===== config.mk =====
export PLATFORM = sky130hd
export DESIGN_NAME = multicycle_ctrl
export DESIGN_NICKNAME = d
export VERILOG_FILES = /design/src/rtl/mips_pkg.sv /design/src/rtl/multicycle_ctrl.sv
export SDC_FILE = /design/constraint.sdc
export NUM_CORES = 1
export LEC_CHECK = 0
export CELL_PAD_IN_SITES_DETAIL_PLACEMENT = 1
export CELL_PAD_IN_SITES_GLOBAL_PLACEMENT = 1
export CORE_MARGIN = 3
export CORE_UTILIZATION = 25
export CTS_CLUSTER_DIAMETER = 80
export DETAILED_ROUTE_END_ITERATION = 10
export PLACE_DENSITY_LB_ADDON = 0.1
export SLEW_MARGIN = 25
export SYNTH_ARGS = -nofsm -noshare
export SYNTH_HDL_FRONTEND = slang
export SYNTH_SLANG_ARGS = --single-unit

===== constraint.sdc =====
create_clock -name clk -period 2 [get_ports clk]
set_clock_uncertainty 0.15 [all_clocks]
set_input_delay 0.4 -clock clk [delete_from_list [all_inputs] [get_ports clk]]
set_output_delay 0.4 -clock clk [all_outputs]
set_load 0.01 [all_outputs]

===== src/rtl/mips_pkg.sv =====
// Shared encodings for the multicycle MIPS control path.
package mips_pkg;

   localparam int unsigned OPCODE_W = 6;
   localparam int unsigned STATE_W  = 4;

   typedef enum logic [STATE_W-1:0] {
      ST_FETCH    = 4'd0,
      ST_DECODE   = 4'd1,
      ST_MEM_ADDR = 4'd2,
      ST_MEM_RD   = 4'd3,
      ST_MEM_WB   = 4'd4,
      ST_MEM_WR   = 4'd5,
      ST_EXEC_R   = 4'd6,
      ST_R_WB     = 4'd7,
      ST_BRANCH   = 4'd8,
      ST_JUMP     = 4'd9,
      ST_EXEC_I   = 4'd10,
      ST_I_WB     = 4'd11,
      ST_TRAP     = 4'd15
   } state_e;

   localparam logic [OPCODE_W-1:0] OP_RTYPE = 6'h00;
   localparam logic [OPCODE_W-1:0] OP_LW    = 6'h23;
   localparam logic [OPCODE_W-1:0] OP_SW    = 6'h2B;
   localparam logic [OPCODE_W-1:0] OP_BEQ   = 6'h04;
   localparam logic [OPCODE_W-1:0] OP_J     = 6'h02;
   localparam logic [OPCODE_W-1:0] OP_ADDI  = 6'h08;

   localparam logic [1:0] ALU_ADD  = 2'b00;
   localparam logic [1:0] ALU_SUB  = 2'b01;
   localparam logic [1:0] ALU_FUNC = 2'b10;

   localparam logic [1:0] SRCB_RDAT2  = 2'b00;
   localparam logic [1:0] SRCB_FOUR   = 2'b01;
   localparam logic [1:0] SRCB_IMM    = 2'b10;
   localparam logic [1:0] SRCB_IMM_SH = 2'b11;

   localparam logic [1:0] PCSRC_ALU    = 2'b00;
   localparam logic [1:0] PCSRC_ALUOUT = 2'b01;
   localparam logic [1:0] PCSRC_JUMP   = 2'b10;

   // Full control word produced by the decoder each cycle
   typedef struct packed {
      logic       pc_write;
      logic       pc_write_cond;
      logic       iord;
      logic       mem_read;
      logic       mem_write;
      logic       ir_write;
      logic       reg_dest;
      logic       mem_to_reg;
      logic       reg_write;
      logic       alu_src_a;
      logic [1:0] alu_op;
      logic [1:0] alu_src_b;
      logic [1:0] pc_source;
      logic       illegal_op;
   } ctrl_t;

endpackage


===== src/rtl/multicycle_ctrl.sv =====
// Multicycle MIPS controller: state register plus combinational decoder.
module multicycle_ctrl
   import mips_pkg::*;
(
   input  logic                clk,
   input  logic                rst,
   input  logic [OPCODE_W-1:0] opcode,
   input  logic                mem_ready,
   output logic                pc_write,
   output logic                pc_write_cond,
   output logic                iord,
   output logic                mem_read,
   output logic                mem_write,
   output logic                ir_write,
   output logic                reg_dest,
   output logic                mem_to_reg,
   output logic                reg_write,
   output logic                alu_src_a,
   output logic [1:0]          alu_op,
   output logic [1:0]          alu_src_b,
   output logic [1:0]          pc_source,
   output logic [STATE_W-1:0]  state,
   output logic                illegal_op
);

   state_e r_state;
   state_e w_state_next;
   ctrl_t  w_ctrl;

   // State register; reset drops straight to FETCH even mid-wait
   always_ff @(posedge clk or posedge rst) begin
      if (rst) r_state <= ST_FETCH;
      else     r_state <= w_state_next;
   end

   // Next-state logic; opcode is only looked at in DECODE and MEM_ADDR
   always_comb begin
      w_state_next = r_state;
      case (r_state)
         ST_FETCH:    if (mem_ready) w_state_next = ST_DECODE;
         ST_DECODE: begin
            case (opcode)
               OP_RTYPE:     w_state_next = ST_EXEC_R;
               OP_LW, OP_SW: w_state_next = ST_MEM_ADDR;
               OP_BEQ:       w_state_next = ST_BRANCH;
               OP_J:         w_state_next = ST_JUMP;
               OP_ADDI:      w_state_next = ST_EXEC_I;
               default:      w_state_next = ST_TRAP;
            endcase
         end
         ST_MEM_ADDR: w_state_next = (opcode == OP_LW) ? ST_MEM_RD : ST_MEM_WR;
         ST_MEM_RD:   if (mem_ready) w_state_next = ST_MEM_WB;
         ST_MEM_WB:   w_state_next = ST_FETCH;
         ST_MEM_WR:   if (mem_ready) w_state_next = ST_FETCH;
         ST_EXEC_R:   w_state_next = ST_R_WB;
         ST_R_WB:     w_state_next = ST_FETCH;
         ST_BRANCH:   w_state_next = ST_FETCH;
         ST_JUMP:     w_state_next = ST_FETCH;
         ST_EXEC_I:   w_state_next = ST_I_WB;
         ST_I_WB:     w_state_next = ST_FETCH;
         ST_TRAP:     w_state_next = ST_TRAP;
         default:     w_state_next = ST_TRAP;
      endcase
   end

   // Output decode from state; IR/PC update in FETCH only on the completing cycle
   always_comb begin
      w_ctrl = '0;
      case (r_state)
         ST_FETCH: begin
            w_ctrl.mem_read  = 1'b1;
            w_ctrl.alu_src_b = SRCB_FOUR;
            w_ctrl.alu_op    = ALU_ADD;
            w_ctrl.pc_source = PCSRC_ALU;
            w_ctrl.ir_write  = mem_ready & ~rst;
            w_ctrl.pc_write  = mem_ready & ~rst;
         end
         ST_DECODE: begin
            w_ctrl.alu_src_b = SRCB_IMM_SH;
            w_ctrl.alu_op    = ALU_ADD;
         end
         ST_MEM_ADDR, ST_EXEC_I: begin
            w_ctrl.alu_src_a = 1'b1;
            w_ctrl.alu_src_b = SRCB_IMM;
            w_ctrl.alu_op    = ALU_ADD;
         end
         ST_MEM_RD: begin
            w_ctrl.mem_read = 1'b1;
            w_ctrl.iord     = 1'b1;
         end
         ST_MEM_WB: begin
            w_ctrl.reg_write  = 1'b1;
            w_ctrl.mem_to_reg = 1'b1;
         end
         ST_MEM_WR: begin
            w_ctrl.mem_write = 1'b1;
            w_ctrl.iord      = 1'b1;
         end
         ST_EXEC_R: begin
            w_ctrl.alu_src_a = 1'b1;
            w_ctrl.alu_src_b = SRCB_RDAT2;
            w_ctrl.alu_op    = ALU_FUNC;
         end
         ST_R_WB: begin
            w_ctrl.reg_write = 1'b1;
            w_ctrl.reg_dest  = 1'b1;
         end
         ST_I_WB: begin
            w_ctrl.reg_write = 1'b1;
         end
         ST_BRANCH: begin
            w_ctrl.alu_src_a     = 1'b1;
            w_ctrl.alu_src_b     = SRCB_RDAT2;
            w_ctrl.alu_op        = ALU_SUB;
            w_ctrl.pc_write_cond = 1'b1;
            w_ctrl.pc_source     = PCSRC_ALUOUT;
         end
         ST_JUMP: begin
            w_ctrl.pc_write  = 1'b1;
            w_ctrl.pc_source = PCSRC_JUMP;
         end
         ST_TRAP: begin
            w_ctrl.illegal_op = 1'b1;
         end
         default: w_ctrl = '0;
      endcase
   end

   assign pc_write      = w_ctrl.pc_write;
   assign pc_write_cond = w_ctrl.pc_write_cond;
   assign iord          = w_ctrl.iord;
   assign mem_read      = w_ctrl.mem_read;
   assign mem_write     = w_ctrl.mem_write;
   assign ir_write      = w_ctrl.ir_write;
   assign reg_dest      = w_ctrl.reg_dest;
   assign mem_to_reg    = w_ctrl.mem_to_reg;
   assign reg_write     = w_ctrl.reg_write;
   assign alu_src_a     = w_ctrl.alu_src_a;
   assign alu_op        = w_ctrl.alu_op;
   assign alu_src_b     = w_ctrl.alu_src_b;
   assign pc_source     = w_ctrl.pc_source;
   assign illegal_op    = w_ctrl.illegal_op;
   assign state         = r_state;

endmodule

==> flow_summary.ini <==
[outcome]
outcome = complete, no violations

[pwr]
ir_worst_vdd_uv = 917
power_density_mw_per_mm2 = 1480
p_leak_nw = 0.541

[synthesis]
synth_xor_xnor_area_share = 0.0481
synth.cell_area_um2 = 547
multiplexer_fraction_of_the_synthesized_cell_area = 0
post_synth_most_frequent_cells = nor2_1 (16), nor3_1 (7), a21oi_1 (6)
synth-seq-area-share = 0.183
synth.most_common_cell = nor2_1
synth_edf_count = 0
synth_simple_gate_area_share = 0.449
netlist.area_leader.share = 0.183
synth.yosys.warnings = 0
synth_top_family_by_area = simple AND/OR/NAND/NOR gates
synth_adder_area_share = 0
synth_async_sr_flop_share = 1.00
syn_inst = 82
mappedNetlistNets = 91
synth.top_cells.by_area = dfrtp_1 (18%), nor2_1 (11%), nor3_1 (6.4%), nand2b_1 (5.7%), a21oi_1 (5.5%)
synth_cell_types = 30
postSynthRegisterBits = 4
synth.largest_area_cell = dfrtp_1
synth_top_flop_cell = dfrtp_1
synthesis.area_per_instance_um2 = 6.67
compound_gate_portion_of_the_synthesized_area = 0.256

[critical_path]
cp-start-kind = flop
critPathMaxFanout = 4
critPathSlowestCell = dfrtp_2
slowest_delay_ns = 0.43
cp_top_family = buffers and inverters
crit_type = flop to output port
timing.critical_path.required_ns = 1.45
critical_path.reg2reg.endpoint = state[2]
cp_cell_sequence = buf_4 -> nor2_1 -> and4_1 -> dlygate4sd2_1
crit_arrival_ns = 1.41
reg2regPathDepth = 5
worst_setup_path_end_kind = output port
crit-reg2reg-launch = state[1]
timing.critical_path.buf_inv = 2
internal_reg_to_reg_setup_slack_ns = 0.33

[place]
place_ws_ns = -0.369
gp_congestion = 0.764
post_dp_cell_area_mm2 = 0.00106
port_buffers = 29
detailedPlacementHpwl_um = 1880

[grt]
grt_pass1_vias = 872
global_route.overflow_total = 0
grt_util_all_layers = 0.191
initial_antenna_violation_count = 0
wire_length_of_the_first_global_routing_pass_um = 3930
grt_start_max_net_pins = 9

[cts]
clock_sinks = 4
cts.reportedPaths.clkPinSlew_ns = 0.04
cts_buffers = 3
cts_tree = built
cts.hold.buffers_added = 0
clock_insertion_delay_worst_skew_ns = 0.23
ctsLongestPathBuffers = 2
root_buffer = clkbuf_4
clock_tree.htree_level_count = 1

[layout]
fin_area_mm2 = 0.00113
layout.nets = 153
drive_above_1_share = 0.437
fillers = 272
area.growth.synth_to_final_pct = 106
insertedDiodeCount = 0
fin_util = 0.558
largest_register_ffs = 4

[timing]
rsz_0062_raised_after_global_routing = true
finalHoldViolations = 0
min_period_ns = 1.96
fin_tns_setup_ns = 0
tightest_slew_ns = 0.364
final_slew_viol_count = 0
final.period_utilization = 0.979
post-route-worst-setup-slack_ns = 0.0417
max_slew_headroom_at_the_worst_pin = 0.754
setup_viol_count_final = 0
max_clock_freq_ghz = 0.511
hold_slack_ns = 0.00957

[floorplan]
design.portCount = 30
die_x_um = 52.8
chipHeight_um = 52.8
start_util = 0.270
core_area_mm2 = 0.00202
floorplan.die_area_mm2 = 0.00278
std_cell_rows = 16

[job]
drv_cap = 0

[routing]
wl_per_cell_um = 14.6
drt-initial-drc-count = 7
route.antenna.remaining_nets = 0
route.vias.total = 836
routed_wirelength_um = 2460
dr.pass1.iters = 4
route.detailed.drc = 0
post_drt_via_cell_ratio = 4.95

[worst_hold_path]
path_type_of_the_worst_min_delay_path = input pin to async pin
## where the power goes
| group | switching [mW] | internal (mW) | total, mW |
|---|---|---|---|
| combinational | 0.651 | 0.736 | 1.39 |
| sequential | 0.0595 | 0.128 | 0.188 |
| clock | 0.0311 | 0.0670 | 0.0981 |
## through the flow
step | instances | power [mW]
after global routing | 169 | 1.83
after CTS | 168 | 1.65
after floorplan | 82 | 0.764
final | 169 | 1.67
after global placement | 161 | 1.48
after detailed placement | 161 | 1.52
## tightest hold or removal path: stages
cell            delay [ns]
dlymetal6s2s_1        0.13
inv_2                 0.06
buf_4                 0.12
## final cells by class
type | count | area, µm² | area share
Timing Repair Buffer | 63 | 502 | 0.445
Multi-Input combinational cell | 70 | 459 | 0.407
Sequential cell | 4 | 104 | 0.0920
Tap cell | 27 | 33.8 | 0.0299
Clock buffer | 3 | 22.5 | 0.0200
Inverter | 2 | 7.51 | 0.00665
## cell usage in the layout (no fill, tap or decap), types with 3 or more instances in the layout
cell type and n:
clkbuf_4 3, clkbuf_2 5, nand2b_1 3, nand2_1 4
clkdlybuf4s50_1 9, o21ai_0 3, nor2_1 15, dfrtp_2 3
buf_2 4, dlygate4sd2_1 5, a21oi_1 6, nor3_1 7
buf_4 34
## kinds of logic (layout without fill, tap and decap cells)
family	Yosys count	in the layout
compound gates	20	20
xor+xnor	3	3
buf+inv	8	68
flops	4	4
simple gates	47	47
## how the worst max path moves through the flow
stage | startpoint | endpoint | cells after the start
after floorplan | state[1] | iord | 4
after global placement | rst | pc_write | 5
after detailed placement | rst | pc_write | 5
after CTS | rst | pc_write | 5
after global routing | state[2] | iord | 5
final | state[0] | ir_write | 4
## timing repair
action / CTS / global route
endpoints found under the setup margin: 19 / 15
hold endpoints to repair: 0 / 0
gates resized for setup: 44 / 20
pin swaps: 0 / 3
buffers inserted: 4 / 1
## routing by layer
metal / up-vias / GRT usage / wire [µm]
met5: - / 0 / 0
met4: 0 / 0.0511 / 0
met3: 0 / 0.00855 / 72
met2: 15 / 0.333 / 1240
met1: 402 / 0.252 / 1150
li1: 419 / - / -
Note: power is estimated with default switching activity, not from simulation.
